[src/rtl/m3_dequant_engine.sv]
// m3_dequant_engine: reads zig-zag ordered 8x8 coefficient blocks from SRAM, scales each
// coefficient by a power-of-two step, and writes the results back in raster order.
// Work is done in groups: GROUP reads, 2 drain cycles, then GROUP writes.
// Optional macro M3_SATURATE_EN: clamp results to 16-bit signed range instead of wrapping.
module m3_dequant_engine #(
    parameter int unsigned NUM_BLOCKS = 1200,
    parameter logic [17:0] SRC_BASE   = 18'd76800,
    parameter logic [17:0] DST_BASE   = 18'd153600,
    parameter int unsigned GROUP      = 8
) (
    input  logic        Clock_50,
    input  logic        Resetn,
    input  logic        milestone_start,
    input  logic        q_sel,
    output logic        milestone_done,
    output logic        busy,
    input  logic [15:0] SRAM_read_data,
    output logic [17:0] SRAM_address,
    output logic [15:0] SRAM_write_data,
    output logic        SRAM_we_n
);
    localparam int unsigned KW = (GROUP > 1) ? $clog2(GROUP) : 1;
    localparam int unsigned BW = $clog2(NUM_BLOCKS + 1);
    localparam logic [KW-1:0] KLast  = KW'(GROUP - 1);
    localparam logic [KW-1:0] KOne   = KW'(1);
    localparam logic [BW-1:0] BlkEnd = BW'(NUM_BLOCKS);
    localparam logic [BW-1:0] BlkOne = BW'(1);
    localparam logic [6:0]    Grp7   = 7'(GROUP);

    // Zig-zag index to raster index
    localparam logic [5:0] ZZ2R [64] = '{
        6'd0,  6'd1,  6'd8,  6'd16, 6'd9,  6'd2,  6'd3,  6'd10,
        6'd17, 6'd24, 6'd32, 6'd25, 6'd18, 6'd11, 6'd4,  6'd5,
        6'd12, 6'd19, 6'd26, 6'd33, 6'd40, 6'd48, 6'd41, 6'd34,
        6'd27, 6'd20, 6'd13, 6'd6,  6'd7,  6'd14, 6'd21, 6'd28,
        6'd35, 6'd42, 6'd49, 6'd56, 6'd57, 6'd50, 6'd43, 6'd36,
        6'd29, 6'd22, 6'd15, 6'd23, 6'd30, 6'd37, 6'd44, 6'd51,
        6'd58, 6'd59, 6'd52, 6'd45, 6'd38, 6'd31, 6'd39, 6'd46,
        6'd53, 6'd60, 6'd61, 6'd54, 6'd47, 6'd55, 6'd62, 6'd63
    };

    typedef enum logic [2:0] {StIdle, StRead, StDrain, StWrite, StDone} state_e;

    state_e        state_q;
    logic          qsel_q;
    logic          drain_q;
    logic [BW-1:0] blk_q;
    logic [6:0]    zz_q;
    logic [KW-1:0] k_q;

    logic          vld1_q, vld2_q;
    logic [KW-1:0] idx1_q, idx2_q;
    logic [15:0]   buf_q [2**KW];

    logic [6:0]    grp_end, nxt_zz;
    logic [BW-1:0] nxt_blk;
    logic [5:0]    rd_off, wr_zz, wr_raster;
    logic [KW-1:0] wr_k;
    logic [15:0]   wr_src;

    function automatic logic [2:0] shift_amt(input logic [5:0] r, input logic q);
        logic [3:0] d;
        d = 4'(r[5:3]) + 4'(r[2:0]);
        if (!q) begin
            if (d == 4'd0)      return 3'd3;
            else if (d == 4'd1) return 3'd2;
            else if (d <= 4'd3) return 3'd3;
            else if (d <= 4'd5) return 3'd4;
            else if (d <= 4'd7) return 3'd5;
            else                return 3'd6;
        end else begin
            if (d == 4'd0)      return 3'd3;
            else if (d <= 4'd3) return 3'd1;
            else if (d <= 4'd5) return 3'd2;
            else if (d <= 4'd7) return 3'd3;
            else if (d <= 4'd9) return 3'd4;
            else                return 3'd5;
        end
    endfunction

    function automatic logic [15:0] deq(input logic [15:0] c, input logic [2:0] s);
        logic signed [22:0] wide;
        wide = {{7{c[15]}}, c};
        wide = wide <<< s;
`ifdef M3_SATURATE_EN
        if (wide > 23'sd32767)       return 16'h7FFF;
        else if (wide < -23'sd32768) return 16'h8000;
        else                         return wide[15:0];
`else
        return wide[15:0];
`endif
    endfunction

    // Address sums wrap modulo 2^18
    function automatic logic [17:0] blk_addr(input logic [17:0] base, input logic [BW-1:0] blk,
                                             input logic [5:0] off);
        logic [17:0] b18;
        b18 = 18'(blk);
        return base + {b18[11:0], 6'b0} + {12'b0, off};
    endfunction

    // Next read offset, next-group position, and the operands of the next write beat
    always_comb begin
        grp_end   = zz_q + Grp7;
        nxt_zz    = (grp_end == 7'd64) ? 7'd0 : grp_end;
        nxt_blk   = (grp_end == 7'd64) ? blk_q + BlkOne : blk_q;
        rd_off    = 6'(zz_q + 7'(k_q) + 7'd1);
        wr_k      = (state_q == StWrite) ? k_q + KOne : '0;
        wr_zz     = 6'(zz_q + 7'(wr_k));
        wr_raster = ZZ2R[wr_zz];
        // With GROUP=1 the word lands on the same edge its write beat is loaded
        wr_src    = (vld2_q && idx2_q == wr_k) ? SRAM_read_data : buf_q[wr_k];
    end

    // Track the buffer slot of each in-flight read and capture it two cycles later
    always_ff @(posedge Clock_50) begin
        if (!Resetn) begin
            vld1_q <= 1'b0;
            vld2_q <= 1'b0;
            idx1_q <= '0;
            idx2_q <= '0;
        end else begin
            vld1_q <= (state_q == StRead);
            idx1_q <= k_q;
            vld2_q <= vld1_q;
            idx2_q <= idx1_q;
            if (vld2_q) buf_q[idx2_q] <= SRAM_read_data;
        end
    end

    // Sequencer FSM with registered SRAM and handshake outputs
    always_ff @(posedge Clock_50) begin
        if (!Resetn) begin
            state_q         <= StIdle;
            milestone_done  <= 1'b0;
            busy            <= 1'b0;
            SRAM_address    <= '0;
            SRAM_write_data <= '0;
            SRAM_we_n       <= 1'b1;
            qsel_q          <= 1'b0;
            drain_q         <= 1'b0;
            blk_q           <= '0;
            zz_q            <= '0;
            k_q             <= '0;
        end else begin
            unique case (state_q)
                StIdle: begin
                    if (milestone_start && !milestone_done) begin
                        qsel_q       <= q_sel;
                        blk_q        <= '0;
                        zz_q         <= '0;
                        k_q          <= '0;
                        SRAM_address <= SRC_BASE;
                        busy         <= 1'b1;
                        state_q      <= StRead;
                    end else if (milestone_done && !milestone_start) begin
                        milestone_done <= 1'b0;
                    end
                end
                StRead: begin
                    if (k_q == KLast) begin
                        k_q     <= '0;
                        drain_q <= 1'b0;
                        state_q <= StDrain;
                    end else begin
                        k_q          <= k_q + KOne;
                        SRAM_address <= blk_addr(SRC_BASE, blk_q, rd_off);
                    end
                end
                StDrain: begin
                    drain_q <= 1'b1;
                    if (drain_q) begin
                        SRAM_address    <= blk_addr(DST_BASE, blk_q, wr_raster);
                        SRAM_write_data <= deq(wr_src, shift_amt(wr_raster, qsel_q));
                        SRAM_we_n       <= 1'b0;
                        state_q         <= StWrite;
                    end
                end
                StWrite: begin
                    if (k_q == KLast) begin
                        SRAM_we_n <= 1'b1;
                        k_q       <= '0;
                        zz_q      <= nxt_zz;
                        blk_q     <= nxt_blk;
                        if (nxt_blk == BlkEnd) begin
                            state_q <= StDone;
                        end else begin
                            SRAM_address <= blk_addr(SRC_BASE, nxt_blk, 6'(nxt_zz));
                            state_q      <= StRead;
                        end
                    end else begin
                        k_q             <= k_q + KOne;
                        SRAM_address    <= blk_addr(DST_BASE, blk_q, wr_raster);
                        SRAM_write_data <= deq(wr_src, shift_amt(wr_raster, qsel_q));
                    end
                end
                StDone: begin
                    SRAM_we_n      <= 1'b1;
                    milestone_done <= 1'b1;
                    busy           <= 1'b0;
                    state_q        <= StIdle;
                end
                default: state_q <= StIdle;
            endcase
        end
    end
endmodule

[config.mk]
export PLATFORM = sky130hd
export DESIGN_NAME = m3_dequant_engine
export DESIGN_NICKNAME = d
export VERILOG_FILES = /design/src/rtl/m3_dequant_engine.sv
export SDC_FILE = /design/constraint.sdc
export NUM_CORES = 1
export LEC_CHECK = 0
export CAP_MARGIN = 20
export CORE_UTILIZATION = 35
export DETAILED_ROUTE_END_ITERATION = 8
export PLACE_DENSITY = 0.61
export SYNTH_ARGS = -nofsm -noshare
export SYNTH_HDL_FRONTEND = slang
export SYNTH_SLANG_ARGS = --single-unit
[constraint.sdc]
create_clock -name Clock_50 -period 7.2 [get_ports Clock_50]
set_clock_uncertainty 0.2 [all_clocks]
set_input_delay 0.72 -clock Clock_50 [delete_from_list [all_inputs] [get_ports Clock_50]]
set_output_delay 0.72 -clock Clock_50 [all_outputs]
set_load 0.02 [all_outputs]
== Word level (Yosys, flattened, before mapping) ==
Memories as Yosys holds them, arrays and structs flattened.
Index checks and enable logic that the tools add are counted.

* Register bits after elaboration: 71
* Bits in writable memories: 128
* Memory bits (read-only): 384
* Input port bits: 20
* Word-level logic and storage cells: 141
* Memories kept: 2

* Add/subtract/negate cells: 13
* $lt $le $gt $ge: 5
* Eq/ne operators: 18
* Shift-type cells: 2
* Muxes and demuxes: 60
* Bitwise logic cells: 1
* Reduce and logical (&&, ||, !) cells: 25

{| class="wikitable"
|+ Memory list
! memory !! depth !! bits a word !! read ports !! clocked after Yosys merged registers in !! wr ports !! line !! text
|-
| (name not given) || 64 || 6 || 1 || 0 || 0 || 110 || <nowiki>wr_raster = ZZ2R[wr_zz];</nowiki>
|-
| buf_q || 8 || 16 || 1 || 0 || 1 || 53 || <nowiki>logic [15:0] buf_q [2**KW];</nowiki>
|}

{| class="wikitable"
|+ Operators by type and width
! operator !! number
|-
| $mux 18 || 5
|-
| $pmux 18 s4 || 1
|-
| $mux 3 || 22
|-
| $add 18x6->18 || 3
|-
| $mux 16 || 3
|-
| $add 17x17->18 const A || 2
|-
| $mux 11 || 3
|-
| $pmux 16 s2 || 1
|-
| $sshl 16x3->16 || 2
|-
| $pmux 11 s2 || 1
|-
| $mux 7 || 3
|-
| $add 18x17->18 const A || 1
|-
| $pmux 7 s2 || 1
|-
| $add 6x3->6 || 2
|-
| $mux 6 || 2
|-
| $ne 2x2->1 const B || 6
|-
| $pmux 3 s4 || 1
|-
| $reduce_and 3->1 || 4
|-
| $add 11x1->11 const B || 1
|-
| $eq 11x11->1 const B || 1
|-
| $mux 1 || 10
|-
| $reduce_bool 2->1 || 5
|-
| $le 4x3->1 const B || 2
|-
| $reduce_and 2->1 || 4
|-
| 29 further kinds || 38
|}

== Longest topological paths before layout ==
Gate-level depths: netlist of the first run.

* Word-level depth: 21
* Gate-level depth with buffers: 28
* Gate-level depth less buffers: 23

== Least setup slack after synthesis of the first run ==
Ideal clock, no wire load.

* Path type: flip-flop to flip-flop
* From: register k_q[1]
* To: register SRAM_write_data[13]
* Setup time: 0.128 ns
* Arrival: 5.638 ns
* Data required time: 6.872 ns
* Path slack: 1.235 ns
* Stages on the path, launching flop included: 27
* Buffers on the path: 5
* Cells stage by stage: dfxtp_1 ha_1 clkbuf_1 nand4b_1 clkbuf_1 buf_2 xnor2_1 ha_1 a31oi_1 xor2_1 inv_2 buf_2 ha_1 mux2i_1 o22ai_1 a21oi_1 a2bb2oi_1 ha_1 a21o_1 a21oi_1 a21boi_0 o22a_1 clkbuf_1 mux2i_1 mux2i_1 a221oi_1 nor2_1

* Longest elaborated chain between the ends: 21

{| class="wikitable"
|+ Ends and longest elaborated chain
! item !! line !! text
|-
| start: declaration || 49 || <nowiki>logic [KW-1:0] k_q;</nowiki>
|-
| start signal: assignment || 166 || <nowiki>k_q <= k_q + KOne;</nowiki>
|-
| start signal: assignment || 192 || <nowiki>k_q <= k_q + KOne;</nowiki>
|-
| $add 3x1->3 || 108 || <nowiki>wr_k = (state_q == StWrite) ? k_q + KOne : '0;</nowiki>
|-
| $mux 3 || 108 ||
|-
| $add 6x3->6 || 109 || <nowiki>wr_zz = 6'(zz_q + 7'(wr_k));</nowiki>
|-
| $not 6->7 (not written as such) || 110 ||
|-
| $mem_v2 64x6 || -- ||
|-
| $mux 6 (not written as such) (2 in series) || 110 ||
|-
| $add 3x3->4 || 63 || <nowiki>d = 4'(r[5:3]) + 4'(r[2:0]);</nowiki>
|-
| $le 4x3->1 or $le 4x4->1 (tied branches) || 69, 75, 76 ||
|-
| [... 4 more ...] || -- ||
|-
| $mux 3, on equally long branches || 65, 72 ||
|-
| $mux 3 || 64 || <nowiki>if (!q) begin</nowiki>
|-
| $mux 3, on equally long branches || 180, 172 ||
|-
| $mux 3 || 146 || <nowiki>unique case (state_q)</nowiki>
|-
| $mux 3 || 133 || <nowiki>if (!Resetn) begin</nowiki>
|-
| $sshl 16x3->16 || 84 || <nowiki>wide = wide <<< s;</nowiki>
|-
| $mux 16, on equally long branches || 180, 172 ||
|-
| $pmux 16 s2 || 146 ||
|-
| end signal: assignment || 174 || <nowiki>SRAM_write_data <= deq(wr_src, shift_amt(wr_raster, qsel_q));</nowiki>
|-
| end signal: assignment || 194 || <nowiki>SRAM_write_data <= deq(wr_src, shift_amt(wr_raster, qsel_q));</nowiki>
|-
| end: declaration || 19 || <nowiki>output logic [15:0] SRAM_write_data,</nowiki>
|}

Several ways; a longest one is shown, not always the timed one. The select of a mux whose other input is x is not followed.
A chain may end at the register's enable or synchronous reset.

== Final worst setup path of the first run ==
* From: register k_q[1]
* To: register SRAM_write_data[1]

The elaborated chain is that of the path after synthesis.

==> results.py, run 1 <==
metrics = {
    "cts": {
        "clkLatencyLatePin_ns": 0.45,
        "htreeDepth": 4,
        "post_cts_buffers": 0,
        "clkSinkCount": 191,
        "cts_inserted_buffers": 17,
        "ctsResizeCount": 0,
        "cts_tree": "yes",
        "cts_root_buffer": "clkbuf_16",
        "clk_pin_slew_worst_paths_ns": 0.08,
        "hold_buffers": 0,
        "clk_path_buf_depth": 2,
    },
    "floorplan": {
        "fp.dieW_microns": 174,
        "ios": 57,
        "core_sq_mm": 0.0289,
        "die_area_sq_mm": 0.0304,
        "initial_core_util_pct": 35.9,
        "num_rows": 62,
        "die_h_microns": 174,
    },
    "critical_path": {
        "cp-startpoint": "k_q[1]",
        "path_cells": "ha_1 > nand4b_1 > xnor2_1 > ha_1 > a311oi_1 > o22ai_1 > and2_1 > xnor2_2 > nand2_1 > o22ai_1 > a21oi_1 > a2bb2oi_1 > ha_1 > a21o_1 > a21oi_1 > a21boi_0 > o22ai_1 > buf_4 > nor2_1 > a21oi_1 > or2_2 > or3_1 > a21oi_1",
        "critical_path_class": "reg -> reg",
        "cp-start-kind": "flip-flop",
        "cp_max_fo": 18,
        "cp-endpoint": "SRAM_write_data[1]",
        "max_stage_delay_ns": 0.68,
        "r2r_start": "k_q[1]",
        "arrival_ns": 6.72,
        "worstPathRequired_ns": 7.35,
        "cp_common_cell": "a21oi_1",
        "slowest_stage": "ha_1",
        "worst_r2r_path_depth": 23,
        "cp-end-kind": "flip-flop",
        "r2r_slack_ns": 0.63,
        "rr_endpoint": "SRAM_write_data[1]",
    },
    "power": {
        "power_frac_clock_pct": 44.0,
        "p_seq_share_pct": 50.5,
        "p_per_area_mw_per_mm2": 195,
        "intPower_uw": 1730,
        "switching_share_pct": 25.6,
        "leakage_uw": 0.00429,
        "combPwrFrac_pct": 5.5,
        "irDropWorstVdd_v": 0.000160,
        "power_uw": 2330,
        "switching_power_uw": 596,
    },
    "global_route": {
        "grt_start_max_net_pins": 38,
        "antenna_found_initial": 0,
        "grt_pass1_wl_microns": 43500,
        "overflow": 0,
        "grtUsageTotal_pct": 18.2,
        "grt_pass1_vias": 7907,
    },
    "route": {
        "dr.pass1.iters": 5,
        "vias_per_cell": 5.54,
        "routed_wl_microns": 27200,
        "drtIter0Drc": 651,
        "wl_per_cell_microns": 18.1,
        "drc": 0,
        "vias": 8315,
        "ant_nets": 0,
    },
    "placed_design": {
        "gp_congestion": 0.874,
        "dp_slack_ns": 0.669,
        "dp_hpwl_microns": 17900,
        "port_buffers": 55,
        "placed_cells": 1469,
    },
    "worst_hold_path": {
        "hold_class": "reg -> reg",
        "hp-start": "idx1_q[1]",
    },
    "sta": {
        "slew_headroom_pct": 27.7,
        "finalCritPeriodShare_pct": 91.2,
        "worst_slew_pin_slew_ns": 1.08,
        "hold_violations": 0,
        "rsz0062_at_grt": "false",
        "tns_ns": 0,
        "fmax_ghz": 0.152,
        "setup_violations": 0,
        "worst_slack_ns": 0.632,
        "drv_slew": 0,
        "period_needed_ns": 6.57,
    },
    "outcome": {
        "outcome": "finished, final reports clean",
    },
    "synthesis": {
        "synth_top_area_share_pct": 34.7,
        "synth_cell_type_count": 87,
        "synth_sequential_area_ratio_pct": 48.4,
        "synthTopCellsByArea": "edfxtp_1 35%, dfxtp_1 14%, nor2_1 4.1%",
        "synth_cells": 1079,
        "syn-cell-area_sq_mm": 0.0104,
        "synth_edf_count": 120,
        "syn-num-nets": 1130,
        "synth_seq_cells": 191,
        "synth_flop_cell": "edfxtp_1",
        "yosys.area.top_type": "edfxtp_1",
        "synth_warnings": 0,
        "async_reset_ff_share_pct": 0,
        "avgSynthCellArea_sq_um": 9.62,
    },
    "final_layout": {
        "nets": 1155,
        "drive_gt1_share_pct": 8.06,
        "num_antenna_cells": 0,
        "layoutNonFillerInstCount": 1501,
        "area_growth_pct": 15.0,
    },
    "job": {
        "maxCapViolCount": 0,
    },
}
==> state kept, by name (all words and copies together), names as in the netlist, 3 cells and up <==
name,cells
SRAM_write_data,16
blk_q,11
k_q,3
SRAM_address,18
idx2_q,3
zz_q,7
buf_q,120
idx1_q,3
state_q,3
==> worst max-delay path: cells and delay by family (launching register included) <==
family	cells	cell delay, ns
AND/OR/NAND/NOR	6	1.37
AO/OA/AOI/OAI	11	2.22
adder cells (fa/ha/maj)	3	1.31
flip-flops	1	0.37
buffers and inverters	1	0.20
XOR/XNOR	2	0.77
==> worst min-delay path by stage <==
stage               depth (start not counted)   endpoint  slack (ns)
finish                                      1  idx2_q[1]        0.24
global route                                1     vld2_q        0.26
CTS                                         1  idx2_q[0]        0.24
detailed placement                          1  idx2_q[2]        0.23
global placement                            1  idx2_q[0]        0.22
floorplan                                   1  idx2_q[0]        0.21
==> cells in the mapped netlist (all sizes together) (14+ instances only) <==
cell,count
nand2,111
a31oi,24
mux2i,38
buf,39
nor2,115
edfxtp,120
o21ai,65
nor3,19
a21oi,68
o22ai,14
a211oi,17
and2,20
xnor2,26
inv,23
ha,29
dfxtp,71
nand3,55
clkbuf,41
==> power by group through the flow <==
stage,combinational [uW],clock [uW],sequential [uW]
finish,128,1020,1170
global route,139,1080,1180
CTS,128,1030,1170
detailed placement,127,0,1200
global placement,126,0,1200
floorplan,66.3,0,1210
==> layout by cell type (no fill, tap or decap), drive strengths merged, types with 9 or more instances in the layout <==
| master | count |
|---|---|
| a21oi | 68 |
| and2 | 20 |
| a31oi | 24 |
| dfxtp | 71 |
| and3 | 10 |
| clkdlybuf4s50 | 55 |
| a22oi | 10 |
| o2111ai | 9 |
| inv | 30 |
| o22ai | 14 |
| nor3 | 19 |
| edfxtp | 120 |
| a221oi | 10 |
| nand3 | 55 |
| xnor2 | 26 |
| xor2 | 11 |
| a211oi | 17 |
| ha | 29 |
| clkinv | 9 |
| mux2i | 38 |
| clkbuf | 17 |
| buf | 31 |
| o21ai | 65 |
| nand2 | 111 |
| nor2 | 115 |
==> metal layers <==
layer	global-route usage (%)	wire length, microns	up-vias
met5	0	0	-
met4	5.41	421	0
met2	30.1	13000	232
met3	2.54	1250	29
li1	-	-	4017
met1	24.7	12600	4037
==> kinds of logic after synthesis <==
logic type	share of synthesized area [%]
AOI/OAI and AO/OA	17.9
xor gates and xnor gates	3.19
adders and majority gates	3.88
buffers and inverters	4.51
DFF	48.4
muxes	4.46
and+or+nand+nor	17.7
==> final cells by class <==
cell class                 instances  area, sq um
clock buffer                      17          425
clock inverter                    15          219
fill                            2774        17000
inverter                          26         98.8
multi-input combinational        782         4910
sequential                       191         5020
tap                              384          480
timing repair buffer              86          783
==> metrics by stage <==
| step | hold slack [ns] | cell area, sq um | util, % |
|---|---|---|---|
| after global placement | 0.216 | 11300 | 39.0 |
| after detailed placement | 0.225 | 11300 | 39.0 |
| after floorplan | 0.212 | 10400 | - |
| after CTS | 0.244 | 11900 | 41.3 |
| after global routing | 0.260 | 11900 | 41.3 |
| final | 0.243 | 11900 | 41.3 |
No activity file was read; power rests on OpenSTA's default activity.
==> run 2: changes to the inputs <==
--- a/config.mk
+++ b/config.mk
@@ -6,9 +6,9 @@
 export NUM_CORES = 1
 export LEC_CHECK = 0
 export CAP_MARGIN = 20
-export CORE_UTILIZATION = 35
+export CORE_UTILIZATION = 40
 export DETAILED_ROUTE_END_ITERATION = 8
-export PLACE_DENSITY = 0.61
+export PLACE_DENSITY = 0.67
 export SYNTH_ARGS = -nofsm -noshare
 export SYNTH_HDL_FRONTEND = slang
 export SYNTH_SLANG_ARGS = --single-unit
==> run 2 against run 1 <==
Maximum frequency grew 1.4%. Power shrank 1.2%. Critical path depth shrank 3. First-iteration DRC count grew 16%. Critical endpoint unchanged. Setup slack gained 0.088 ns. Global-route usage grew 2.5 points. Final area shrank 0.77%. Combinational power is essentially flat. Register-to-register slack gained 0.09 ns. Non-clock buffer count shrank 2. Sequential share of layout area grew 0.32 points.
==> results.py, run 2 (synthesis gave the netlist of run 1 again) <==
metrics = {
    "sta": {
        "worst_slew_pin_slew_ns": 1.07,
        "drv_slew": 0,
        "finalCritPeriodShare_pct": 90.0,
        "setup_violations": 0,
        "fmax_ghz": 0.154,
        "period_needed_ns": 6.48,
        "worst_slack_ns": 0.719,
        "tns_ns": 0,
        "hold_violations": 0,
        "rsz0062_at_grt": "false",
        "slew_headroom_pct": 26.6,
    },
    "global_route": {
        "grt_start_max_net_pins": 38,
        "antenna_found_initial": 0,
        "grtUsageTotal_pct": 20.7,
        "overflow": 0,
        "grt_pass1_wl_microns": 42400,
        "grt_pass1_vias": 7789,
    },
    "worst_hold_path": {
        "hold_class": "reg -> reg",
    },
    "cts": {
        "clkLatencyLatePin_ns": 0.46,
        "clkSinkCount": 191,
        "cts_root_buffer": "clkbuf_16",
        "post_cts_buffers": 0,
        "ctsResizeCount": 0,
        "htreeDepth": 4,
        "clk_path_buf_depth": 2,
        "clk_pin_slew_worst_paths_ns": 0.08,
        "cts_tree": "yes",
        "hold_buffers": 0,
        "cts_inserted_buffers": 17,
    },
    "critical_path": {
        "cp-end-kind": "flip-flop",
        "worstPathRequired_ns": 7.38,
        "arrival_ns": 6.66,
        "critical_path_class": "reg -> reg",
        "cp_max_fo": 24,
        "cp-start-kind": "flip-flop",
    },
    "route": {
        "vias_per_cell": 5.71,
        "vias": 8244,
        "drtIter0Drc": 755,
        "wl_per_cell_microns": 18.4,
        "ant_nets": 0,
        "top_layer": "met4",
        "routed_wl_microns": 26600,
        "wl_met1_microns": 12000,
        "wl_met2_microns": 12600,
        "drc": 0,
        "routed-wl-met3_microns": 1410,
        "dr.pass1.iters": 5,
    },
    "final_layout": {
        "nFillCells": 2343,
        "nets": 1153,
        "max_flop_register": "buf_q",
        "post-route-util_pct": 46.8,
        "final_common_cell": "edfxtp_1",
        "drive_gt1_share_pct": 7.80,
        "final_cell_mix": "120 x edfxtp_1, 113 x nor2_1, 110 x nand2_1",
        "num_antenna_cells": 0,
        "area_growth_pct": 14.1,
        "top_regs": "buf_q (120), SRAM_address (18), SRAM_write_data (16)",
        "layoutNonFillerInstCount": 1445,
        "largest_reg_flops": 120,
    },
    "placed_design": {
        "placed_cells": 1413,
        "gp_congestion": 0.861,
        "dp_hpwl_microns": 17600,
        "dp_slack_ns": 0.841,
        "port_buffers": 55,
    },
    "outcome": {
        "outcome": "finished, final reports clean",
    },
    "floorplan": {
        "num_rows": 58,
        "ios": 57,
        "initial_core_util_pct": 41.0,
        "fp.dieW_microns": 163,
        "die_area_sq_mm": 0.0266,
        "die_h_microns": 163,
        "core_sq_mm": 0.0253,
    },
    "job": {
        "maxCapViolCount": 0,
    },
    "power": {
        "leakage_uw": 0.00428,
        "power_uw": 2300,
        "irDropWorstVdd_v": 0.000174,
        "p_per_area_mw_per_mm2": 194,
    },
}
[run 2: worst paths after layout]
path	start	endpoint	slack [ns]	cells past startpoint
setup / recovery	state_q[2]	SRAM_write_data[1]	0.72	20
hold reg to reg	idx1_q[2]	idx2_q[2]	0.25	1
setup reg to reg	state_q[2]	SRAM_write_data[1]	0.72	20
hold / removal	idx1_q[2]	idx2_q[2]	0.25	1
[run 2: critical path: stages, from the launching register on]
cell      delay [ns]
dfxtp_1         0.81
nor2_1          0.14
and4_1          0.29
o31ai_1         0.31
a211oi_1        0.15
xnor2_1         0.81
o21ai_0         0.27
o31ai_2         0.35
o31ai_1         0.13
a211o_1         0.34
ha_1            0.24
fa_1            0.40
xnor2_1         0.53
xnor2_1         0.21
o22ai_1         0.11
buf_4           0.20
nor2_1          0.11
a21oi_1         0.06
or2_2           0.30
or3_1           0.31
a21oi_1         0.14
[run 2: per-layer routing]
layer  vias to the layer above  global-route usage (%)
met4                         0                    7.52
met3                        39                    3.58
met1                      3942                    27.9
met5                         -                       0
li1                       4012                       -
met2                       251                    33.3
[run 2: cell type report]
type | count | area, sq um | share of cell area (%)
flip-flops and latches | 191 | 5020 | 42.4
multi-input cells | 782 | 4900 | 41.4
repair buffers | 84 | 768 | 6.48
clock buffers | 17 | 425 | 3.59
well taps | 330 | 413 | 3.49
clock inverters | 15 | 213 | 1.80
inverters | 26 | 98.8 | 0.834
[run 2: metrics by stage]
step                      hold slack, ns  cell area (sq um)
after global placement             0.220              11200
final                              0.250              11800
after global routing               0.270              11800
after floorplan                    0.212              10400
after detailed placement           0.223              11200
after CTS                          0.249              11800
[run 2: power breakdown]
group / total, uW / internal, uW / leakage (uW) / switching (uW)
clock: 996 / 485 / 0.000306 / 510
combinational: 126 / 45.4 / 0.00232 / 80.8
sequential: 1180 / 1170 / 0.00166 / 6.19
total: 2300 / 1700 / 0.00428 / 597
==> run 3: changes to the inputs <==
--- a/config.mk
+++ b/config.mk
@@ -9,6 +9,7 @@
 export CORE_UTILIZATION = 40
 export DETAILED_ROUTE_END_ITERATION = 8
 export PLACE_DENSITY = 0.67
+export REMOVE_ABC_BUFFERS = 1
 export SYNTH_ARGS = -nofsm -noshare
 export SYNTH_HDL_FRONTEND = slang
 export SYNTH_SLANG_ARGS = --single-unit
==> run 3 against run 2 <==
Die area is the same. Cell count down 0.28%. Count of clock-buffer cells in the layout did not move. Critical endpoint is now SRAM_write_data[13]. Maximum frequency up 2.4%. Final area decreased by 0.15%. Sequential cell count unchanged. Sequential share of layout area up 0.063 points. Critical path depth increased by 1.
==> results.py, run 3 (synthesis gave the netlist of run 1 again) <==
metrics = {
    "critical_path": {
        "cp-end-kind": "flip-flop",
        "worstPathRequired_ns": 7.33,
        "arrival_ns": 6.46,
        "cp_max_fo": 24,
        "critical_path_class": "reg -> reg",
        "cp-start-kind": "flip-flop",
    },
    "power": {
        "intPower_uw": 1720,
        "leakage_uw": 0.00425,
        "p_seq_share_pct": 51.2,
        "switching_power_uw": 573,
        "irDropWorstVdd_v": 0.000128,
        "power_frac_clock_pct": 43.4,
        "p_per_area_mw_per_mm2": 194,
        "switching_share_pct": 24.9,
        "combPwrFrac_pct": 5.4,
    },
    "final_layout": {
        "layoutNonFillerInstCount": 1441,
        "num_antenna_cells": 0,
        "post-route-util_pct": 46.7,
        "drive_gt1_share_pct": 7.74,
        "max_flop_register": "buf_q",
        "nFillCells": 2311,
        "nets": 1149,
        "largest_reg_flops": 120,
        "final_common_cell": "edfxtp_1",
        "top_regs": "buf_q (120), SRAM_address (18), SRAM_write_data (16)",
        "final_cell_mix": "120 x edfxtp_1, 110 x nor2_1, 110 x nand2_1",
        "area_growth_pct": 13.9,
    },
    "floorplan": {
        "core_sq_mm": 0.0253,
        "num_rows": 58,
        "ios": 57,
        "die_h_microns": 163,
        "initial_core_util_pct": 41.0,
        "fp.dieW_microns": 163,
        "die_area_sq_mm": 0.0266,
    },
    "cts": {
        "hold_buffers": 0,
        "post_cts_buffers": 0,
        "cts_inserted_buffers": 17,
        "htreeDepth": 4,
        "clkSinkCount": 191,
        "clkLatencyLatePin_ns": 0.44,
        "ctsResizeCount": 0,
        "clk_path_buf_depth": 2,
        "clk_pin_slew_worst_paths_ns": 0.08,
        "cts_root_buffer": "clkbuf_16",
        "cts_tree": "yes",
    },
    "global_route": {
        "grt_pass1_vias": 7703,
        "grt_pass1_wl_microns": 42200,
        "antenna_found_initial": 0,
        "overflow": 0,
        "grt_start_max_net_pins": 38,
        "grtUsageTotal_pct": 20.3,
    },
    "route": {
        "routed_wl_microns": 26200,
        "drtIter0Drc": 771,
        "dr.pass1.iters": 5,
        "vias": 8234,
        "vias_per_cell": 5.71,
        "wl_per_cell_microns": 18.2,
        "drc": 0,
        "ant_nets": 0,
    },
    "outcome": {
        "outcome": "finished, final reports clean",
    },
    "job": {
        "maxCapViolCount": 0,
    },
    "worst_hold_path": {
        "hold_class": "reg -> reg",
    },
    "sta": {
        "worst_slack_ns": 0.874,
        "finalCritPeriodShare_pct": 87.9,
        "worst_slew_pin_slew_ns": 1.07,
        "drv_slew": 0,
        "hold_violations": 0,
        "period_needed_ns": 6.33,
        "slew_headroom_pct": 28.9,
        "setup_violations": 0,
        "rsz0062_at_grt": "false",
        "fmax_ghz": 0.158,
        "timing.hold.ws_ns": 0.240,
    },
    "placed_design": {
        "gp_congestion": 0.896,
        "placed_cells": 1409,
        "dp_slack_ns": 0.911,
        "port_buffers": 55,
        "dp_hpwl_microns": 17000,
    },
}
[run 3: metrics by stage]
step           area, sq um  power [uW]  TNS (ns)
6_report             11800        2300         0
2_1_floorplan        10000        1260    -0.561
3_3_place_gp         11200        1320         0
3_5_place_dp         11200        1320         0
5_1_grt              11800        2360         0
4_1_cts              11800        2310         0
[run 3: metal layers]
layer / wire length (microns) / global-route usage [%]
met2: 12600 / 33.4
met4: 416 / 5.78
met1: 12100 / 27.8
met5: 0 / 0
met3: 1150 / 2.92
[run 3: area by class of cell]
cell class                 instances  area, sq um  share of cell area (%)
clock buffer                      17          425                    3.60
clock inverter                    15          204                    1.72
tap                              330          413                    3.49
sequential                       191         5020                    42.5
inverter                          26         98.8                   0.836
timing repair buffer              80          738                    6.24
multi-input combinational        782         4930                    41.6
[run 3: worst max-delay path, cell delays in order (launching register included)]
cell and delay, ns:
dfxtp_1 0.78, nand4b_1 0.23, xnor2_1 0.09, ha_1 0.25, a311oi_1 0.31, o22ai_1 0.16, and2_1 0.22, xnor2_2 0.61
a311oi_1 0.17, o21ai_0 0.28, nand2_1 0.10, and2_1 0.15, ha_1 0.21, fa_1 0.39, xnor2_1 0.62, nor2b_1 0.10
o21ai_1 0.48, buf_4 0.30, nand2b_1 0.17, o22ai_1 0.11, a221oi_1 0.23, nor2_1 0.06
[run 3: power by group through the flow]
stage / Combinational, uW / Sequential, uW / Clock [uW]
finish: 125 / 1170 / 996
global route: 135 / 1180 / 1050
CTS: 124 / 1170 / 1010
detailed placement: 123 / 1200 / 0
global placement: 123 / 1200 / 0
floorplan: 54.2 / 1210 / 0
[run 3: path summary, 6_finish.rpt]
path / startpoint / end / slack [ns] / cells past startpoint
min reg2reg: vld1_q / vld2_q / 0.24 / 1
max: state_q[2] / SRAM_write_data[13] / 0.87 / 21
max reg2reg: state_q[2] / SRAM_write_data[13] / 0.87 / 21
min: vld1_q / vld2_q / 0.24 / 1
